[config.mk]
export PLATFORM = sky130hd
export DESIGN_NAME = mem_req_ctrl
export DESIGN_NICKNAME = d
export VERILOG_FILES = /design/src/rtl/mem_req_ctrl.sv
export SDC_FILE = /design/constraint.sdc
export NUM_CORES = 1
export LEC_CHECK = 0
export CELL_PAD_IN_SITES_DETAIL_PLACEMENT = 1
export CELL_PAD_IN_SITES_GLOBAL_PLACEMENT = 1
export CORE_ASPECT_RATIO = 1.4
export CORE_UTILIZATION = 50
export CTS_CLUSTER_DIAMETER = 30
export DETAILED_ROUTE_END_ITERATION = 10
export PLACE_DENSITY = 0.94
export SETUP_SLACK_MARGIN = 0.2
export SLEW_MARGIN = 40
export SYNTH_ARGS = -nofsm -noshare
export SYNTH_HDL_FRONTEND = slang
export SYNTH_SLANG_ARGS = --single-unit
[constraint.sdc]
create_clock -name clk -period 9.3 [get_ports clk]
set_input_delay 2.79 -clock clk [delete_from_list [all_inputs] [get_ports clk]]
set_output_delay 2.79 -clock clk [all_outputs]
set_load 0.005 [all_outputs]
[src/rtl/mem_req_ctrl.sv]
// -----------------------------------------------------------------------------
// mem_req_ctrl
// Request-side controller for a small synchronous memory. Incoming read/write
// requests are buffered in a FIFO and issued to the memory one at a time, in
// order. Read data is returned on a valid/ready response channel; writes
// produce no response.
//
// Ports
//   clk, reset            clock and asynchronous active-high reset
//   req_valid/req_ready   request handshake (req_ready = FIFO not full)
//   req_write             1 = write, 0 = read
//   req_addr, req_wdata   request address / write data
//   rsp_valid/rsp_ready   read response handshake
//   rsp_rdata             captured read data, stable while rsp_valid
//   addr_in, data_in      memory address / write data (hold outside ISSUE)
//   wr_en, op_en, cs      memory strobes, high only during ISSUE
//   data_out              memory read data
//   busy                  FSM not IDLE or FIFO non-empty
// -----------------------------------------------------------------------------
module mem_req_ctrl #(
    parameter int ADDR_WIDTH = 4,
    parameter int DATA_WIDTH = 8,
    parameter int FIFO_DEPTH = 4,
    parameter int RD_LATENCY = 1
) (
    input  logic                  clk,
    input  logic                  reset,
    input  logic                  req_valid,
    output logic                  req_ready,
    input  logic                  req_write,
    input  logic [ADDR_WIDTH-1:0] req_addr,
    input  logic [DATA_WIDTH-1:0] req_wdata,
    output logic                  rsp_valid,
    input  logic                  rsp_ready,
    output logic [DATA_WIDTH-1:0] rsp_rdata,
    output logic [ADDR_WIDTH-1:0] addr_in,
    output logic [DATA_WIDTH-1:0] data_in,
    output logic                  wr_en,
    output logic                  op_en,
    output logic                  cs,
    input  logic [DATA_WIDTH-1:0] data_out,
    output logic                  busy
);

    localparam int PTR_W   = $clog2(FIFO_DEPTH);
    localparam int CNT_W   = PTR_W + 1;
    localparam int LAT_W   = (RD_LATENCY > 1) ? $clog2(RD_LATENCY) : 1;
    localparam int ENTRY_W = 1 + ADDR_WIDTH + DATA_WIDTH;

    typedef enum logic [1:0] {
        ST_IDLE  = 2'd0,
        ST_ISSUE = 2'd1,
        ST_WAIT  = 2'd2,
        ST_RESP  = 2'd3
    } state_t;

    // FIFO storage and bookkeeping
    logic [ENTRY_W-1:0]    fifo_q [FIFO_DEPTH];
    logic [PTR_W-1:0]      wr_ptr_q;
    logic [PTR_W-1:0]      rd_ptr_q;
    logic [CNT_W-1:0]      count_q;

    // FSM and command registers
    state_t                state_q, state_d;
    logic                  cmd_write_q, cmd_write_d;
    logic [ADDR_WIDTH-1:0] cmd_addr_q, cmd_addr_d;
    logic [DATA_WIDTH-1:0] cmd_wdata_q, cmd_wdata_d;
    logic [LAT_W-1:0]      lat_q, lat_d;
    logic [DATA_WIDTH-1:0] rdata_q, rdata_d;

    // Registered memory strobes and response valid
    logic                  cs_q, cs_d;
    logic                  op_en_q, op_en_d;
    logic                  wr_en_q, wr_en_d;
    logic                  rsp_valid_q, rsp_valid_d;

    logic                  fifo_full_s;
    logic                  fifo_empty_s;
    logic                  push_s;
    logic                  pop_s;
    logic [ENTRY_W-1:0]    head_s;

    assign fifo_full_s  = (count_q == CNT_W'(FIFO_DEPTH));
    assign fifo_empty_s = (count_q == {CNT_W{1'b0}});
    // req_ready depends on fullness only; a same-cycle pop does not free a slot.
    assign push_s       = req_valid && !fifo_full_s;
    // IDLE is the only state that consumes the FIFO head.
    assign pop_s        = (state_q == ST_IDLE) && !fifo_empty_s;
    assign head_s       = fifo_q[rd_ptr_q];

    // FIFO storage, pointers and occupancy count
    always_ff @(posedge clk or posedge reset) begin
        if (reset) begin
            for (int i = 0; i < FIFO_DEPTH; i++) begin
                fifo_q[i] <= {ENTRY_W{1'b0}};
            end
            wr_ptr_q <= {PTR_W{1'b0}};
            rd_ptr_q <= {PTR_W{1'b0}};
            count_q  <= {CNT_W{1'b0}};
        end else begin
            if (push_s) begin
                fifo_q[wr_ptr_q] <= {req_write, req_addr, req_wdata};
                wr_ptr_q         <= wr_ptr_q + PTR_W'(1);
            end
            if (pop_s) begin
                rd_ptr_q <= rd_ptr_q + PTR_W'(1);
            end
            case ({push_s, pop_s})
                2'b10:   count_q <= count_q + CNT_W'(1);
                2'b01:   count_q <= count_q - CNT_W'(1);
                default: count_q <= count_q;
            endcase
        end
    end

    // FSM next-state, command capture, latency count and read-data capture
    always_comb begin
        state_d     = state_q;
        cmd_write_d = cmd_write_q;
        cmd_addr_d  = cmd_addr_q;
        cmd_wdata_d = cmd_wdata_q;
        lat_d       = lat_q;
        rdata_d     = rdata_q;

        case (state_q)
            ST_IDLE: begin
                if (!fifo_empty_s) begin
                    {cmd_write_d, cmd_addr_d, cmd_wdata_d} = head_s;
                    state_d = ST_ISSUE;
                end else begin
                    state_d = ST_IDLE;
                end
            end
            ST_ISSUE: begin
                if (cmd_write_q) begin
                    state_d = ST_IDLE;
                end else begin
                    state_d = ST_WAIT;
                    lat_d   = LAT_W'(RD_LATENCY - 1);
                end
            end
            ST_WAIT: begin
                if (lat_q == {LAT_W{1'b0}}) begin
                    rdata_d = data_out;
                    state_d = ST_RESP;
                end else begin
                    lat_d = lat_q - LAT_W'(1);
                end
            end
            ST_RESP: begin
                if (rsp_ready) begin
                    state_d = ST_IDLE;
                end else begin
                    state_d = ST_RESP;
                end
            end
            default: begin
                state_d = ST_IDLE;
            end
        endcase

        // Strobes are computed from the next state so their registers are
        // high exactly while the FSM sits in ISSUE.
        cs_d        = (state_d == ST_ISSUE);
        op_en_d     = (state_d == ST_ISSUE);
        wr_en_d     = (state_d == ST_ISSUE) && cmd_write_d;
        rsp_valid_d = (state_d == ST_RESP);
    end

    // FSM, command, latency, read-data and strobe registers
    always_ff @(posedge clk or posedge reset) begin
        if (reset) begin
            state_q     <= ST_IDLE;
            cmd_write_q <= 1'b0;
            cmd_addr_q  <= {ADDR_WIDTH{1'b0}};
            cmd_wdata_q <= {DATA_WIDTH{1'b0}};
            lat_q       <= {LAT_W{1'b0}};
            rdata_q     <= {DATA_WIDTH{1'b0}};
            cs_q        <= 1'b0;
            op_en_q     <= 1'b0;
            wr_en_q     <= 1'b0;
            rsp_valid_q <= 1'b0;
        end else begin
            state_q     <= state_d;
            cmd_write_q <= cmd_write_d;
            cmd_addr_q  <= cmd_addr_d;
            cmd_wdata_q <= cmd_wdata_d;
            lat_q       <= lat_d;
            rdata_q     <= rdata_d;
            cs_q        <= cs_d;
            op_en_q     <= op_en_d;
            wr_en_q     <= wr_en_d;
            rsp_valid_q <= rsp_valid_d;
        end
    end

    // Command registers change only when a new command enters ISSUE, so the
    // memory address/data pins hold their last driven value in other states.
    assign addr_in   = cmd_addr_q;
    assign data_in   = cmd_wdata_q;
    assign cs        = cs_q;
    assign op_en     = op_en_q;
    assign wr_en     = wr_en_q;
    assign rsp_valid = rsp_valid_q;
    assign rsp_rdata = rdata_q;
    assign req_ready = !fifo_full_s;
    assign busy      = (state_q != ST_IDLE) || !fifo_empty_s;

endmodule

==> metrics, run 1 <==
Clk Tree Root Cell clkbuf_8; global-route met3 utilization under 10%; Via density 5.402; number of standard cells after synthesis roughly 220; hold path startpoint cmd_write_q; cell depth of the worst min-delay path 1; busiest layer in global routing met2; wire length of the first global-routing pass 12340 um; placer's final routability congestion estimate 0.6961; final setup violating endpoints 0; detailed placement HPWL 5349 um; worst min-delay path endpoint state_q[1]; Relative slew margins 43.18%; Leakage approximately 2.1 nW; Post-synth EDFFs 0; height of the die 107.1 um; sequential element share of the synthesized area 53.88%; number of global-route vias before repair 2240; floorplan die area 8260 um^2; hold violation total from the final report 0; global router's overall resource usage around a fifth; largest net degree at the start of global routing 86; drt pass-1 iters 4; number of inserted diodes 0; IR Drop Worst-Case VDD 164.2 uV; worst setup slack for register-to-register paths about 6.9 ns; status finished clean; global routing usage on met1 between 20% and 30%; ratio of total power to cell area 366.9 nW/um^2; Required @ worst endpoint 6.51 ns; Resized Gates After CTS 0; number of gates on the worst path with buffers counted 2; antenna violations before repair 0; Area growth syn-to-layout 17.62%; depth of the worst register-to-register path 8; count of max-cap constraint violations 0; met2 Track Usage GR 35.20%; Clock Skews 0.007745 ns; clock-pin slew of the registers on the worst-case setup and hold paths 0.07 ns; CTS tree done; count of pins over their slew limit 0; cell family contributing the most delay on the critical path simple AND/OR/NAND/NOR gates; critical path's largest stage delay 0.60 ns; chip width around 77 um; antenna viol nets, final 0; worst slack on hold paths 0.4681 ns; number of sinks driven by the clock tree 85; CP Capture Type output pin; CTS Hold Buffers Added 0; buffers plus inverters on the worst setup path 1; number of placed I/O pins 51; total grt overflow 0; routed wire length per instance between 20 and 25 um; number of synthesized register bits 85; ys flop type dfrtp_1; Slowest-stage cell, CP or3b_1; Setup Total Neg Slack 0 ns; net count reported at finish approximately 300; Initial Utilization approximately 51%; post-CTS setup repair buffer count 0; class of the tightest hold or removal check reg2reg; FILL cells 706; Std-Cell Rows 38; fraction of layout cells with a size suffix above 1 34.06%; worst path arrival time around 1.9 ns; transition at the pin with the smallest max-transition slack 0.8523 ns; drt total wl about 7700 um; crit-path max FO 6; Critical R2R Launch count_q[0]; unrepaired setup endpoints after global routing no; start-to-end type of the worst setup path reg2out; share of async-settable or async-resettable flops after synthesis 100.0%; min cycle time layout 4.717 ns; violation count after the first detailed-routing iteration ~110; routed via count 2031; Critical Path, Cell by Cell or3b_1, clkdlybuf4s50_1; end of the worst register-to-register path count_q[2]; DRC violation count after routing 0; Inserted Clock Buffers 9; total of buffers placed on input and output ports 50; number of nets produced by synthesis 253; core box area 7702 um^2; H-tree levels 3; number of different library cells in the post-synthesis netlist 27; number of buffers on the longest clock path 2; Max Freq 212.0 MHz; total number of yosys warnings 0; final worst path period share 50.72%; netlist area before placement 3948 um^2; nature of the critical path startpoint register; clock latency on the worst-skew pair between 0.3 and 0.4 ns; Syn Area/Cell roughly 18 um^2
-- how the worst max path moves through the flow --
| stage | endpoint | slack, ns | startpoint |
|---|---|---|---|
| finish | req_ready | 4.58 | count_q[0] |
| global route | req_ready | 4.52 | count_q[0] |
| CTS | req_ready | 4.56 | count_q[0] |
| detailed placement | count_q[2] | 4.32 | req_valid |
| global placement | count_q[2] | 4.50 | req_valid |
| floorplan | addr_in[0] | 4.32 | reset |
-- sequential cells by signal, summed over array words and instances, names as in the netlist --
signal,count
state_q,2
addr_in,4
op_en,1
count_q,3
data_in,8
rsp_valid,1
cmd_write_q,1
fifo_q,52
rsp_rdata,8
wr_ptr_q,2
rd_ptr_q,2
wr_en,1
-- cell type report --
| cell class | count | area, um^2 | share of cell area (%) |
|---|---|---|---|
| clock inverter | 2 | 60.06 | 1.293 |
| sequential | 85 | 2127 | 45.81 |
| multi-input combinational | 120 | 1658 | 35.70 |
| tap | 100 | 125.1 | 2.695 |
| inverter | 6 | 23.77 | 0.5120 |
| clock buffer | 12 | 135.1 | 2.910 |
| timing repair buffer | 51 | 514.2 | 11.08 |
-- layout by cell type (no fill, tap or decap), drive strengths merged, types with 2 or more instances in the layout --
cell type and count:
nand2b 2, bufinv 2, nand2 6, xnor2 5, nand3 5, clkbuf 13
mux4 13, dfrtp 85, clkdlybuf4s50 50, mux2 74, nor2 2, inv 5
ha 5
-- per-layer routing --
layer,vias up,wire length [um],share of wire [%]
met2,40,4146,54
li1,902,-,-
met1,1077,3249,42
met3,12,175,2.3
met5,-,0,0
met4,0,167,2.2
-- synthesized netlist by cell type, types with 2 or more instances --
cell type  count  share of area, %
buf_12         4               2.0
buf_6          4               1.1
dfrtp_1       85                54
ha_1           5               1.6
inv_1          5              0.48
mux2_2        25               7.1
mux2_4        49                19
mux4_1        13               8.7
nand2_1        5              0.48
nand2b_1       2              0.32
nand3_4        4               1.8
nor2_1         2              0.19
xnor2_1        5               1.1
-- cells by family (layout without fill, tap and decap cells) --
family	after synthesis	count (layout)	share of synthesized area (%)
AND/OR/NAND/NOR	19	19	3.835
multiplexers	87	87	34.42
adder cells (fa/ha/maj)	6	6	2.092
XOR/XNOR	6	6	1.331
AO/OA/AOI/OAI	2	2	0.3169
buffers and inverters	17	71	4.120
flip-flops	85	85	53.88
-- power by group --
group | internal (mW) | switching, mW | total, mW
logic | 0.490 | 0.238 | 0.728
clock network | 0.149 | 0.121 | 0.270
registers | 0.563 | 0.143 | 0.706
total | 1.20 | 0.502 | 1.70
-- metrics by stage --
step / cell area, um^2 / std cells / utilization [%] / setup WS, ns / power (mW)
2_1_floorplan: 3948 / 222 / - / 4.317 / 1.228
3_3_place_gp: 4442 / 362 / 57.67 / 4.497 / 1.385
3_5_place_dp: 4446 / 362 / 57.72 / 4.322 / 1.452
4_1_cts: 4641 / 376 / 60.25 / 4.563 / 1.727
5_1_grt: 4643 / 376 / 60.28 / 4.517 / 1.800
6_report: 4643 / 376 / 60.28 / 4.583 / 1.704
-- worst register-to-register path, delay by kind of cell (launching register included) --
kind                       cells  cell delay [ns]
xor gates and xnor gates       2             0.35
adders and majority gates      2             0.67
buffers and inverters          1             0.20
DFF                            1             0.45
and+or+nand+nor                3             0.67
(Power assumes the default switching activity.)
==> run 2, diff against run 1 <==
--- a/config.mk
+++ b/config.mk
@@ -8,10 +8,10 @@
 export CELL_PAD_IN_SITES_DETAIL_PLACEMENT = 1
 export CELL_PAD_IN_SITES_GLOBAL_PLACEMENT = 1
 export CORE_ASPECT_RATIO = 1.4
-export CORE_UTILIZATION = 50
+export CORE_UTILIZATION = 47
 export CTS_CLUSTER_DIAMETER = 30
 export DETAILED_ROUTE_END_ITERATION = 10
-export PLACE_DENSITY = 0.94
+export PLACE_DENSITY = 0.9
 export SETUP_SLACK_MARGIN = 0.2
 export SLEW_MARGIN = 40
 export SYNTH_ARGS = -nofsm -noshare
==> constraint.sdc (replaced) <==
create_clock -name clk -period 4.5 [get_ports clk]
set_input_delay 1.35 -clock clk [delete_from_list [all_inputs] [get_ports clk]]
set_output_delay 1.35 -clock clk [all_outputs]
set_load 0.005 [all_outputs]
==> run 2 against run 1 <==
- critical path depth did not move
- highest routed layer unchanged
- setup slack got worse by 3.3 ns
- sequential power rose by 110%
- final cell count rose by 1.3%
- non-clock buffer count rose by 1
- first-iteration DRC count fell by 25%
- count of clock-buffer cells in the layout rose by 1
- core utilization fell by 1.8 points
- via count rose by 1.4%
- design area rose by 2.6%
==> metrics, run 2 (synthesized netlist as in run 1, its figures left out) <==
IR Drop Worst-Case VDD 290.5 uV (was 164.2 uV); total grt overflow 0 (unchanged); global router's overall resource usage 21.42% (was 20.49%); worst slack on hold paths 0.4522 ns (was 0.4681 ns); cell family contributing the most delay on the critical path simple AND/OR/NAND/NOR gates (unchanged); DRC violation count after routing 0 (unchanged); post-CTS setup repair buffer count 0 (unchanged); number of sinks driven by the clock tree 85 (unchanged); Setup Total Neg Slack 0 ns (unchanged); largest net degree at the start of global routing 36 (was 86); drt total wl 8226 um (was 7739 um); unrepaired setup endpoints after global routing no (unchanged); CTS tree done (unchanged); antenna viol nets, final 0 (unchanged); Critical R2R Launch count_q[0] (unchanged); flip-flop count of the largest register after layout 52 (unchanged); CTS Hold Buffers Added 0 (unchanged); min cycle time layout 3.251 ns; end of the worst register-to-register path count_q[2] (unchanged); Via density 5.404 (was 5.402); total of buffers placed on input and output ports 50 (unchanged); depth of the worst register-to-register path 8 (unchanged); H-tree levels 3 (unchanged); status finished clean (unchanged); FILL cells 720 (was 706); net count reported at finish 305 (was 304); leading cell types in the layout, fill and taps excluded 84 x dfrtp_1, 50 x clkdlybuf4s50_1, 49 x mux2_4 (was 85 x dfrtp_1, 50 x clkdlybuf4s50_1, 49 x mux2_4); Slowest-stage cell, CP or3b_1 (unchanged); Area growth syn-to-layout 20.73% (was 17.62%); worst min-delay path endpoint state_q[1] (unchanged); number of global-route vias before repair 2365 (was 2240); Std-Cell Rows 39 (was 38); register bank with the most flops fifo_q (unchanged); detailed placement HPWL 5018 um (was 5349 um); fraction of layout cells with a size suffix above 1 35.84% (was 34.06%); count of pins over their slew limit 0 (unchanged); post-layout instance count excluding filler cells 381 (was 376); clock latency on the worst-skew pair 0.33 ns (was 0.36 ns); routed via count 2059 (was 2031); routed wire length per instance 21.59 um (was 20.58 um); hold path startpoint cmd_write_q (unchanged); floorplan die area 8775 um^2 (was 8260 um^2); Clock Skews 0.005929 ns (was 0.007745 ns); count of max-cap constraint violations 0 (unchanged); transition at the pin with the smallest max-transition slack 0.7075 ns (was 0.8523 ns); Inserted Clock Buffers 9 (unchanged); wire length of the first global-routing pass 13720 um (was 12340 um); clock-pin slew of the registers on the worst-case setup and hold paths 0.06 ns (was 0.07 ns); Clk Tree Root Cell clkbuf_16 (was clkbuf_8); placer's final routability congestion estimate 0.7199 (was 0.6961); worst setup slack for register-to-register paths 2.14 ns (was 6.87 ns); cell depth of the worst min-delay path 1 (unchanged); final setup violating endpoints 0 (unchanged); hold violation total from the final report 0 (unchanged); Leakage 2.205 nW (was 2.149 nW); final worst path period share 72.25%; critical path's largest stage delay 0.60 ns (about the same); number of buffers on the longest clock path 2 (unchanged); CP Capture Type output pin (unchanged); drt pass-1 iters 4 (unchanged); crit-path max FO 6 (unchanged); height of the die 110.4 um (was 107.1 um); ratio of total power to cell area 786.5 nW/um^2 (was 366.9 nW/um^2); Critical Path, Cell by Cell or3b_1, clkdlybuf4s50_1 (unchanged); Resized Gates After CTS 0 (unchanged); violation count after the first detailed-routing iteration 82 (was 109); start-to-end type of the worst setup path reg2out (unchanged); Relative slew margins 52.83% (was 43.18%); most common library cell in the layout ignoring fill and taps dfrtp_1 (unchanged); post-placement cell count 365 (was 362); nature of the critical path startpoint register (unchanged); core box area 8149 um^2 (was 7702 um^2); Required @ worst endpoint 3.15 ns (was 6.51 ns); class of the tightest hold or removal check reg2reg (unchanged); number of inserted diodes 0 (unchanged); chip width 79.46 um (was 77.10 um); worst path arrival time 1.90 ns (was 1.93 ns); buffers plus inverters on the worst setup path 1 (unchanged); number of placed I/O pins 51 (unchanged); Initial Utilization 48.44% (was 51.25%); Max Freq 307.6 MHz; antenna violations before repair 0 (unchanged)
==> run 2: cell count changes in the layout (fill, tap and decap cells not counted) <==
cell / before / now
clkbuf_1: 3 / 1
clkbuf_16: 0 / 9
dfrtp_1: 85 / 84
clkinvlp_4: 0 / 1
bufinv_16: 2 / 1
clkinv_2: 1 / 2
dfrtp_2: 0 / 1
buf_4: 0 / 2
clkbuf_8: 10 / 3
==> run 2: how the worst max path moves through the flow <==
| stage | start | end | depth (start not counted) |
|---|---|---|---|
| after floorplan | reset | addr_in[0] | 1 |
| after global placement | req_valid | count_q[2] | 7 |
| after detailed placement | req_valid | count_q[2] | 7 |
| after CTS | count_q[0] | req_ready | 2 |
| after global routing | count_q[0] | req_ready | 2 |
| final | count_q[0] | req_ready | 2 |
==> run 2: layout make-up <==
cell class                      instances  area (um^2)  share of cell area, %
Sequential cell                        85         2128                  44.66
Clock inverter                          3        42.54                 0.8926
Timing Repair Buffer                   52        515.5                  10.82
Inverter                                6        23.77                 0.4988
Multi-Input combinational cell        120         1658                  34.79
Clock buffer                           13        270.3                  5.671
Tap cell                              102        127.6                  2.678
==> run 2: routing by layer <==
layer / vias to the layer above / wire (um) / track usage (%)
met5: - / 0 / 0
met4: 0 / 195 / 9.576
met3: 18 / 279 / 4.463
met2: 60 / 4320 / 34.36
met1: 1068 / 3431 / 27.63
li1: 913 / - / -
==> run 2: through the flow <==
step | total power [mW] | setup slack [ns] | area, um^2 | utilization [%]
floorplan | 2.537 | 0.9565 | 3948 | -
global placement | 2.865 | 1.142 | 4452 | 54.63
detailed placement | 2.969 | 1.020 | 4452 | 54.63
CTS | 3.792 | 1.219 | 4765 | 58.47
global route | 3.963 | 1.191 | 4766 | 58.48
finish | 3.748 | 1.249 | 4766 | 58.48
==> run 2: worst reg2reg max path, cell delays in order (launching register included) <==
cell	delay (ns)
dfrtp_1	0.44
or3_4	0.41
nand2_2	0.13
inv_2	0.20
ha_1	0.29
fa_1	0.39
xnor2_1	0.18
nor2_1	0.07
xor2_1	0.14
==> run 2: where the power goes <==
| part | total [mW] | switching [mW] | internal (mW) | leakage [nW] |
|---|---|---|---|---|
| Combinational | 1.51 | 0.499 | 1.01 | 1.04 |
| Clock | 0.761 | 0.287 | 0.475 | 0.152 |
| Sequential | 1.48 | 0.309 | 1.17 | 1.01 |
| Total | 3.75 | 1.09 | 2.65 | 2.21 |
